## config.mk

```make
export PLATFORM = sky130hd
export DESIGN_NAME = angle_sweeper
export DESIGN_NICKNAME = d
export VERILOG_FILES = /design/src/rtl/angle_sweeper_pkg.sv /design/src/rtl/angle_sweeper_axis.sv /design/src/rtl/angle_sweeper.sv
export SDC_FILE = /design/constraint.sdc
export NUM_CORES = 1
export LEC_CHECK = 0
export BUFFER_PORTS_ARGS = -buffer_cell sky130_fd_sc_hd__buf_2
export CAP_MARGIN = 20
export CORE_MARGIN = 2
export CORE_UTILIZATION = 40
export DETAILED_ROUTE_END_ITERATION = 8
export PLACE_DENSITY_LB_ADDON = 0.05
export SLEW_MARGIN = 20
export SYNTH_ARGS = -nofsm -noshare
export SYNTH_HDL_FRONTEND = slang
export SYNTH_SLANG_ARGS = --single-unit
```

## constraint.sdc

```tcl
create_clock -name clk -period 3 [get_ports clk]
set_input_delay 0.45 -clock clk [delete_from_list [all_inputs] [get_ports clk]]
set_output_delay 0.45 -clock clk [all_outputs]
set_load 0.02 [all_outputs]
```

## src/rtl/angle_sweeper_pkg.sv

```systemverilog
// Shared definitions for the angle sweeper: sweep mode encodings, default
// angle constants and a counter-width helper.
package angle_sweeper_pkg;

  typedef enum logic [1:0] {
    MODE_HOLD     = 2'b00,
    MODE_WRAP     = 2'b01,
    MODE_PINGPONG = 2'b10,
    MODE_CASCADE  = 2'b11
  } mode_e;

  localparam int DEF_ANGLE_W   = 11;
  localparam int DEF_MAX_ANGLE = 359;

  function automatic int cnt_width(input int n);
    return (n > 1) ? $clog2(n) : 1;
  endfunction

endpackage

```

## src/rtl/angle_sweeper_axis.sv

```systemverilog
// Single-axis angle stepper. It exposes its limit condition regardless of
// enable, so the top can build the cascade carry chain without a loop.
module angle_axis
  import angle_sweeper_pkg::*;
#(
  parameter int ANGLE_W   = DEF_ANGLE_W,
  parameter int MAX_ANGLE = DEF_MAX_ANGLE,
  parameter int STEP      = 1
) (
  input  logic               clk,
  input  logic               rst,
  input  logic               en,
  input  mode_e              mode,
  input  logic               forward,
  output logic [ANGLE_W-1:0] angle,
  output logic               limit
);

  localparam logic [ANGLE_W:0] MAX_X  = (ANGLE_W + 1)'(MAX_ANGLE);
  localparam logic [ANGLE_W:0] STEP_X = (ANGLE_W + 1)'(STEP);

  // One spare MSB keeps angle+STEP from overflowing before the limit compare.
  logic [ANGLE_W:0] angle_q, angle_d;
  logic [ANGLE_W:0] up_x, dn_x, next_x;
  logic             dir_up_q, dir_up_d;
  logic             dir_next;

  always_comb begin
    up_x     = angle_q + STEP_X;
    dn_x     = angle_q - STEP_X;
    limit    = 1'b0;
    next_x   = angle_q;
    dir_next = dir_up_q;
    if (mode == MODE_PINGPONG) begin
      if (dir_up_q) begin
        limit    = (up_x >= MAX_X);
        next_x   = limit ? MAX_X : up_x;
        dir_next = ~limit;
      end else begin
        limit    = (angle_q <= STEP_X);
        next_x   = limit ? '0 : dn_x;
        dir_next = limit;
      end
    end else if (forward) begin
      limit  = (up_x > MAX_X);
      next_x = limit ? '0 : up_x;
    end else begin
      limit  = (angle_q < STEP_X);
      next_x = limit ? MAX_X : dn_x;
    end

    angle_d  = angle_q;
    dir_up_d = dir_up_q;
    if (en) begin
      angle_d  = next_x;
      dir_up_d = dir_next;
    end
  end

  always_ff @(posedge clk) begin
    if (!rst) begin
      angle_q  <= '0;
      dir_up_q <= 1'b1;
    end else begin
      angle_q  <= angle_d;
      dir_up_q <= dir_up_d;
    end
  end

  assign angle = angle_q[ANGLE_W-1:0];

endmodule

```

## src/rtl/angle_sweeper.sv

```systemverilog
// Multi-axis angle sweeper: shared step prescaler, per-axis steppers and a
// frame-synchronous output shadow so displayed angles never change mid-frame.
module angle_sweeper
  import angle_sweeper_pkg::*;
#(
  parameter int N_AXES    = 2,
  parameter int ANGLE_W   = DEF_ANGLE_W,
  parameter int PRESCALE  = 1000000,
  parameter int MAX_ANGLE = DEF_MAX_ANGLE,
  parameter int STEP      = 1
) (
  input  logic                      clk,
  input  logic                      rst,
  input  logic [1:0]                mode,
  input  logic                      forward,
  input  logic                      frame_sync,
  output logic [N_AXES*ANGLE_W-1:0] angle_out,
  output logic [N_AXES-1:0]         wrap_pulse,
  output logic                      tick
);

  localparam int               CNT_W    = cnt_width(PRESCALE);
  localparam logic [CNT_W-1:0] CNT_LAST = CNT_W'(PRESCALE - 1);

  mode_e                     mode_s;
  logic [CNT_W-1:0]          cnt_q, cnt_d;
  logic [N_AXES-1:0]         axis_en, axis_limit;
  logic [N_AXES-1:0]         wrap_q, wrap_d;
  logic [N_AXES*ANGLE_W-1:0] angles;
  logic [N_AXES*ANGLE_W-1:0] angle_out_q, angle_out_d;

  assign mode_s = mode_e'(mode);

  always_comb begin
    tick        = (cnt_q == CNT_LAST);
    cnt_d       = tick ? '0 : cnt_q + 1'b1;
    wrap_d      = axis_en & axis_limit;
    // Shadow captures pre-edge working angles, so a coincident tick is not seen.
    angle_out_d = frame_sync ? angles : angle_out_q;
  end

  genvar gi;
  generate
    for (gi = 0; gi < N_AXES; gi++) begin : g_axis
      if (gi == 0) begin : g_first
        assign axis_en[gi] = tick && (mode_s != MODE_HOLD);
      end else begin : g_rest
        // Odometer carry: every lower axis must roll over in this same tick.
        assign axis_en[gi] = tick &&
                             ((mode_s == MODE_WRAP) || (mode_s == MODE_PINGPONG) ||
                              ((mode_s == MODE_CASCADE) && (&axis_limit[gi-1:0])));
      end

      angle_axis #(
        .ANGLE_W  (ANGLE_W),
        .MAX_ANGLE(MAX_ANGLE),
        .STEP     (STEP)
      ) u_axis (
        .clk    (clk),
        .rst    (rst),
        .en     (axis_en[gi]),
        .mode   (mode_s),
        .forward(forward),
        .angle  (angles[gi*ANGLE_W +: ANGLE_W]),
        .limit  (axis_limit[gi])
      );
    end
  endgenerate

  always_ff @(posedge clk) begin
    if (!rst) begin
      cnt_q       <= '0;
      wrap_q      <= '0;
      angle_out_q <= '0;
    end else begin
      cnt_q       <= cnt_d;
      wrap_q      <= wrap_d;
      angle_out_q <= angle_out_d;
    end
  end

  assign angle_out  = angle_out_q;
  assign wrap_pulse = wrap_q;

endmodule
```

==> flow_summary.json, run 1 <==
{
  "critPathMaxStageDelay_ns": 0.65,
  "cp_common_cell": "o21ai_1",
  "num_vias": 4682,
  "synth_top_cell_area_share_pct": 29.2,
  "grt_antenna_before_repair": 0,
  "diodes": 0,
  "cp_data_required_time_ns": 3.23,
  "placed_area_sq_um": 5240,
  "setup_viol": 0,
  "worst_pin_slew_ns": 0.672,
  "critical-path-top-delay-family": "compound AO/OA/AOI/OAI gates",
  "place_congestion": 0.878,
  "holdWs_ns": 0.476,
  "dieArea_sq_um": 12900,
  "cts_inserted_buffers": 9,
  "crit_path_end": "g_axis[0].u_axis.angle_q[4]",
  "cts_tree": "built",
  "hp-class": "reg2reg",
  "startpoint_type": "register",
  "start_util_pct": 41.5,
  "ctsResizeCount": 0,
  "endpoint_kind": "register",
  "syn_avg_cell_area_sq_um": 7.67,
  "peakVddDrop_mv": 0.275,
  "synth.net_count": 643,
  "path_class": "reg2reg",
  "core.rowCount": 39,
  "clock-root-buffer": "clkbuf_16",
  "core_area_sq_um": 11600,
  "drc": 0,
  "synth_cell_type_count": 71,
  "drv_cap": 0,
  "grt_max_degree": 35,
  "rr_endpoint": "g_axis[0].u_axis.angle_q[4]",
  "layout_min_cycle_time_ns": 2.84,
  "reg2reg_slack_ns": 0.16,
  "grt_pass1_wl_mm": 23.0,
  "dr.pass1.iters": 5,
  "power_density_nw_per_um2": 398,
  "fmax_mhz": 352,
  "crit_chain": "or4_1 > o41a_1 > and2_1 > o21ai_1 > buf_12 > a21oi_1 > o21ai_1 > o31ai_1 > a32o_1",
  "hpwl_mm": 10.1,
  "path_depth": 9,
  "die_w_microns": 113,
  "wire_per_inst_microns": 17.2,
  "ant_nets": 0,
  "timing.final.crit_share_pct": 94.6,
  "synthCells": 625,
  "reg2reg_depth": 9,
  "syn_area_sq_um": 4790,
  "cts.path.max_buffers": 2,
  "path_clk_slew_ns": 0.06,
  "portBuffers": 30,
  "hold_buffers": 0,
  "routed_wl_mm": 13.9,
  "synth_warnings": 0,
  "grt_pass1_vias": 4584,
  "layout.nets": 676,
  "netSwitchingPower_uw": 500,
  "crit_start": "g_axis[0].u_axis.angle_q[8]",
  "p_sw_share_pct": 22.5,
  "track_usage_pct": 22.4,
  "finClkSkew_ns": 0.00845,
  "slowest_stage": "or4_1",
  "overflow": 0,
  "netlist_top_cells_area": "dfxtp_1 29%, nor2_1 6.8%, mux2i_1 5.6%, o21ai_0 4.0%, xor2_1 3.8%",
  "synth_most_common_cell": "nor2_1",
  "design_area_sq_um": 5590,
  "p_comb_share_pct": 4.8,
  "cts_sinks": 70,
  "synthTopCellsByCount": "87 x nor2_1, 70 x dfxtp_1, 43 x nand2_1, 38 x o21ai_0, 33 x clkbuf_1",
  "async_flop_share_pct": 0,
  "vias_per_cell": 5.81,
  "intPower_mw": 1.72,
  "power_frac_seq_pct": 42.1,
  "clk_latency_ns": 0.34,
  "fill_cells": 1126,
  "finalMaxSlewViolations": 0,
  "worstPathArrival_ns": 3.06,
  "hold_violations": 0,
  "ios": 31,
  "die_h_microns": 113,
  "post_cts_buffers": 0,
  "slew_headroom_pct": 55.0,
  "syn2layout_area_growth_pct": 16.6,
  "utilization_pct": 48.3,
  "min_path_cells": 1,
  "ys_ff_latch": 70,
  "p_clk_share_pct": 53.1,
  "drtIter0Drc": 312,
  "htreeDepth": 3,
  "drive_above_1_share_pct": 17.2,
  "synth-edff-count": 0,
  "rr_startpoint": "g_axis[0].u_axis.angle_q[8]",
  "outcome": "finished clean",
  "ys.flop_type": "dfxtp_1",
  "p_leak_nw": 2.31,
  "yosysTopAreaCell": "dfxtp_1",
  "cp.buffers_inverters": 1,
  "seq_area_frac_synth_pct": 29.2,
  "crit_fanout": 11
}
## how the worst min path moves through the flow
stage                     endpoint  slack (ns)  startpoint
after floorplan           cnt_q[0]        0.43    cnt_q[0]
after global placement    cnt_q[0]        0.44    cnt_q[0]
after detailed placement  cnt_q[0]        0.47    cnt_q[0]
after CTS                 cnt_q[0]        0.48    cnt_q[0]
after global routing      cnt_q[0]        0.52    cnt_q[0]
final                     cnt_q[0]        0.48    cnt_q[0]
## placed cells by master, fill, tap and decap left out, drive strengths merged, types with 19 or more instances in the layout
cell type  instances
nand2             44
mux2i             27
nand3             33
dfxtp             70
o21ai             41
a21oi             25
buf               74
xnor2             19
xor2              21
inv               19
nor2              87
## cell families (layout without fill, tap and decap cells)
| kind of cell | after synthesis | in the layout | synth area share [%] |
|---|---|---|---|
| simple gates | 251 | 251 | 25.8 |
| compound gates | 153 | 153 | 22.4 |
| buf+inv | 71 | 109 | 6.26 |
| flops | 70 | 70 | 29.2 |
| xor+xnor | 40 | 40 | 7.31 |
| mux | 28 | 28 | 5.87 |
| fa+ha+maj | 12 | 12 | 3.13 |
## power groups by stage
stage	Clock [mW]	Combinational, mW	Sequential [mW]
2_1_floorplan	0	0.0740	0.956
3_3_place_gp	0	0.105	0.956
3_5_place_dp	0	0.105	0.956
4_1_cts	1.21	0.105	0.936
5_1_grt	1.26	0.116	0.936
6_report	1.18	0.106	0.936
## state kept, by name, summed over array words and instances (netlist names)
| signal | flops |
|---|---|
| wrap_pulse | 2 |
| g_axis.u_axis.angle_q | 24 |
| cnt_q | 20 |
| angle_out | 22 |
| g_axis.u_axis.dir_up_q | 2 |
## metal layers
metal / GRT usage [%] / share of wire [%] / vias up / wire length (microns)
met5: 0 / 0 / - / 0
met4: 7.64 / 1.5 / 0 / 210
met3: 3.99 / 5.3 / 17 / 740
met2: 34.7 / 44 / 125 / 6100
met1: 31.4 / 49 / 2222 / 6860
li1: - / - / 2318 / -
## cell type report
cell class / instances / area (sq um) / share of cell area [%]
Tap cell: 143 / 179 / 3.20
Sequential cell: 70 / 1410 / 25.2
Clock buffer: 10 / 239 / 4.27
Multi-Input combinational cell: 484 / 3110 / 55.6
Timing Repair Buffer: 74 / 493 / 8.82
Clock inverter: 6 / 92.6 / 1.66
Inverter: 19 / 71.3 / 1.28
## per-stage QoR
| stage | setup WS (ns) | std cells | total power, mW | setup TNS, ns |
|---|---|---|---|---|
| finish | 0.162 | 806 | 2.22 | 0 |
| floorplan | 0.416 | 625 | 1.03 | 0 |
| global placement | 0.227 | 790 | 1.06 | 0 |
| CTS | 0.120 | 806 | 2.25 | 0 |
| global route | -0.00320 | 806 | 2.31 | -0.00320 |
| detailed placement | 0.144 | 790 | 1.06 | 0 |
No activity file was read; power rests on OpenSTA's default activity.
==> inputs of run 2 (changes only) <==
Settings changed: ABC_AREA set to 1.
==> run 2 against run 1 <==
Net effect: critical path depth is 9 higher; register-to-register slack better by 0.12 ns; clock power is 8% lower; sequential power is 2.1% higher; non-clock buffer count is 31 lower; area after synthesis is 0.26% higher; core utilization is 2.8 points lower; fmax is 4.3% higher; worst hold slack worse by 0.027 ns; setup slack better by 0.12 ns; power is 1.7% lower.
==> flow_summary.json, run 2 <==
{
  "outcome": "finished clean",
  "drtIter0Drc": 441,
  "setup_viol": 0,
  "worstHoldEndpoint": "cnt_q[0]",
  "min_path_cells": 1,
  "drc": 0,
  "grt_max_degree": 45,
  "timing.final.crit_share_pct": 90.7,
  "drv_cap": 0,
  "cp_data_required_time_ns": 3.24,
  "synth_most_common_cell": "nand2_1",
  "power_density_nw_per_um2": 405,
  "portBuffers": 30,
  "layout_min_cycle_time_ns": 2.72,
  "peakVddDrop_mv": 0.239,
  "regMostFlops": "g_axis.u_axis.angle_q",
  "yosysTopAreaCell": "dfxtp_1",
  "htreeDepth": 3,
  "p_leak_nw": 2.29,
  "seq_area_frac_synth_pct": 29.2,
  "rr_startpoint": "g_axis[0].u_axis.angle_q[0]",
  "place_congestion": 0.921,
  "synth.net_count": 757,
  "synth_top_cell_area_share_pct": 29.2,
  "grt_pass1_vias": 4370,
  "ant_nets": 0,
  "largest_reg_flops": 24,
  "syn2layout_area_growth_pct": 12.4,
  "critPathMaxStageDelay_ns": 0.49,
  "clock-root-buffer": "clkbuf_16",
  "cts_sinks": 70,
  "path_class": "reg2reg",
  "layout.nets": 783,
  "ios": 31,
  "start_util_pct": 40.5,
  "hpwl_mm": 10.4,
  "path_clk_slew_ns": 0.06,
  "final_common_cell": "nand2_1",
  "diodes": 0,
  "timing.final.ws_setup_ns": 0.279,
  "core_area_sq_um": 11900,
  "grt_antenna_before_repair": 0,
  "utilization_pct": 45.6,
  "startpoint_type": "register",
  "async_flop_share_pct": 0,
  "syn_area_sq_um": 4810,
  "syn_avg_cell_area_sq_um": 6.50,
  "fmax_mhz": 367,
  "crit_fanout": 17,
  "hold_buffers": 0,
  "netlist_top_cells_area": "dfxtp_1 29%, nand2_1 12%, a21oi_1 6.9%, inv_1 6.8%, nor2_1 5.7%",
  "grt_setup_unrepaired": "no",
  "grt_pass1_wl_mm": 22.4,
  "rr_endpoint": "g_axis[1].u_axis.angle_q[11]",
  "reg2reg_depth": 18,
  "worst_pin_slew_ns": 0.598,
  "reg2reg_slack_ns": 0.28,
  "synth_cell_type_count": 48,
  "overflow": 0,
  "drive_above_1_share_pct": 14.4,
  "pre_cts_slack_ns": 0.239,
  "hp-class": "reg2reg",
  "die_w_microns": 114,
  "core.rowCount": 40,
  "finalMaxSlewViolations": 0,
  "clk_latency_ns": 0.34,
  "worstPathArrival_ns": 2.96,
  "crit_chain": "ha_2 > nand3_2 > nor2_4 > nand2_1 > nand2_1 > nand2_1 > nor2_2 > nand3_2 > nand2_4 > nand2_2 > nand2_2 > nand2_1 > nand2_2 > nand2_2 > nand2_4 > nand2_1 > nand3_1 > o21ai_1",
  "routed_wl_mm": 13.6,
  "fill_cells": 1241,
  "cts.path.max_buffers": 2,
  "dieArea_sq_um": 12900,
  "synthTopCellsByCount": "153 x nand2_1, 87 x inv_1, 73 x nor2_1, 70 x dfxtp_1, 66 x a21oi_1",
  "slowest_stage": "dfxtp_1",
  "wire_per_inst_microns": 14.8,
  "vias_per_cell": 5.40,
  "synth_warnings": 0,
  "synthCells": 739,
  "synth-edff-count": 0,
  "setup_tns_ns": 0,
  "track_usage_pct": 21.8,
  "ys_ff_latch": 70,
  "min-delay-start": "cnt_q[0]",
  "num_vias": 4955,
  "endpoint_kind": "register",
  "die_h_microns": 114,
  "ys.flop_type": "dfxtp_1",
  "cp_common_cell": "nand2_1",
  "finClkSkew_ns": 0.00647,
  "final_cell_mix": "153 x nand2_1, 87 x inv_1, 73 x nor2_1",
  "cts_tree": "built",
  "dr.pass1.iters": 5,
  "cts_inserted_buffers": 9,
  "slew_headroom_pct": 59.8,
  "hold_violations": 0
}
-- run 2: worst max-delay path: cells and delay by family, from the launching register on --
| family | cells | cell delay [ns] |
|---|---|---|
| fa+ha+maj | 1 | 0.30 |
| compound gates | 1 | 0.06 |
| flops | 1 | 0.49 |
| simple gates | 16 | 1.73 |
-- run 2: kinds of logic (layout without fill, tap and decap cells) --
| group | count (synthesis) | in the layout | share of synthesized area [%] |
|---|---|---|---|
| AOI/OAI and AO/OA | 154 | 154 | 18.1 |
| xor gates and xnor gates | 20 | 20 | 3.64 |
| adders and majority gates | 12 | 12 | 3.12 |
| buffers and inverters | 120 | 151 | 10.0 |
| DFF | 70 | 70 | 29.2 |
| and+or+nand+nor | 363 | 363 | 35.9 |
-- run 2: power by group --
part / internal [mW] / total [mW] / switching [mW]
registers: 0.947 / 0.956 / 0.00828
logic: 0.0451 / 0.148 / 0.103
clock network: 0.644 / 1.08 / 0.438
-- run 2: per-layer routing --
| metal | GRT usage [%] | share of wire, % |
|---|---|---|
| met2 | 30.6 | 40 |
| met1 | 33.2 | 52 |
| met4 | 8.46 | 1.9 |
| met3 | 3.35 | 5.8 |
| met5 | 0 | 0 |
-- run 2: cell type report --
type / instances / area [sq um] / area share (%)
multi-input cells: 549 / 2930 / 54.1
well taps: 147 / 184 / 3.40
clock inverters: 7 / 75.1 / 1.39
inverters: 92 / 345 / 6.39
repair buffers: 43 / 248 / 4.58
flip-flops and latches: 70 / 1400 / 25.9
clock buffers: 9 / 225 / 4.17
-- run 2: through the flow --
| step | power [mW] | cell area (sq um) | cells | hold WS [ns] |
|---|---|---|---|---|
| after global routing | 2.28 | 5410 | 917 | 0.467 |
| after floorplan | 1.08 | 4810 | 739 | 0.418 |
| after global placement | 1.12 | 5100 | 901 | 0.435 |
| after detailed placement | 1.12 | 5100 | 901 | 0.439 |
| final | 2.19 | 5410 | 917 | 0.449 |
| after CTS | 2.22 | 5400 | 917 | 0.450 |
-- run 2: repair_timing --
action	in CTS	in global routing
gates resized for setup	0	2
hold endpoints to repair	0	0
buffers inserted	0	0
setup endpoints to repair	0	5
-- run 2: worst max path at each step --
stage / slack [ns] / from / end / cells past startpoint
after global routing: 0.02 / g_axis[0].u_axis.angle_q[0] / g_axis[1].u_axis.angle_q[9] / 18
after global placement: 0.30 / g_axis[0].u_axis.angle_q[0] / g_axis[1].u_axis.angle_q[11] / 18
final: 0.28 / g_axis[0].u_axis.angle_q[0] / g_axis[1].u_axis.angle_q[11] / 18
after detailed placement: 0.24 / g_axis[0].u_axis.angle_q[1] / g_axis[1].u_axis.angle_q[9] / 18
after CTS: 0.24 / g_axis[0].u_axis.angle_q[1] / g_axis[1].u_axis.angle_q[11] / 18
after floorplan: 0.72 / g_axis[0].u_axis.angle_q[1] / g_axis[1].u_axis.dir_up_q / 19
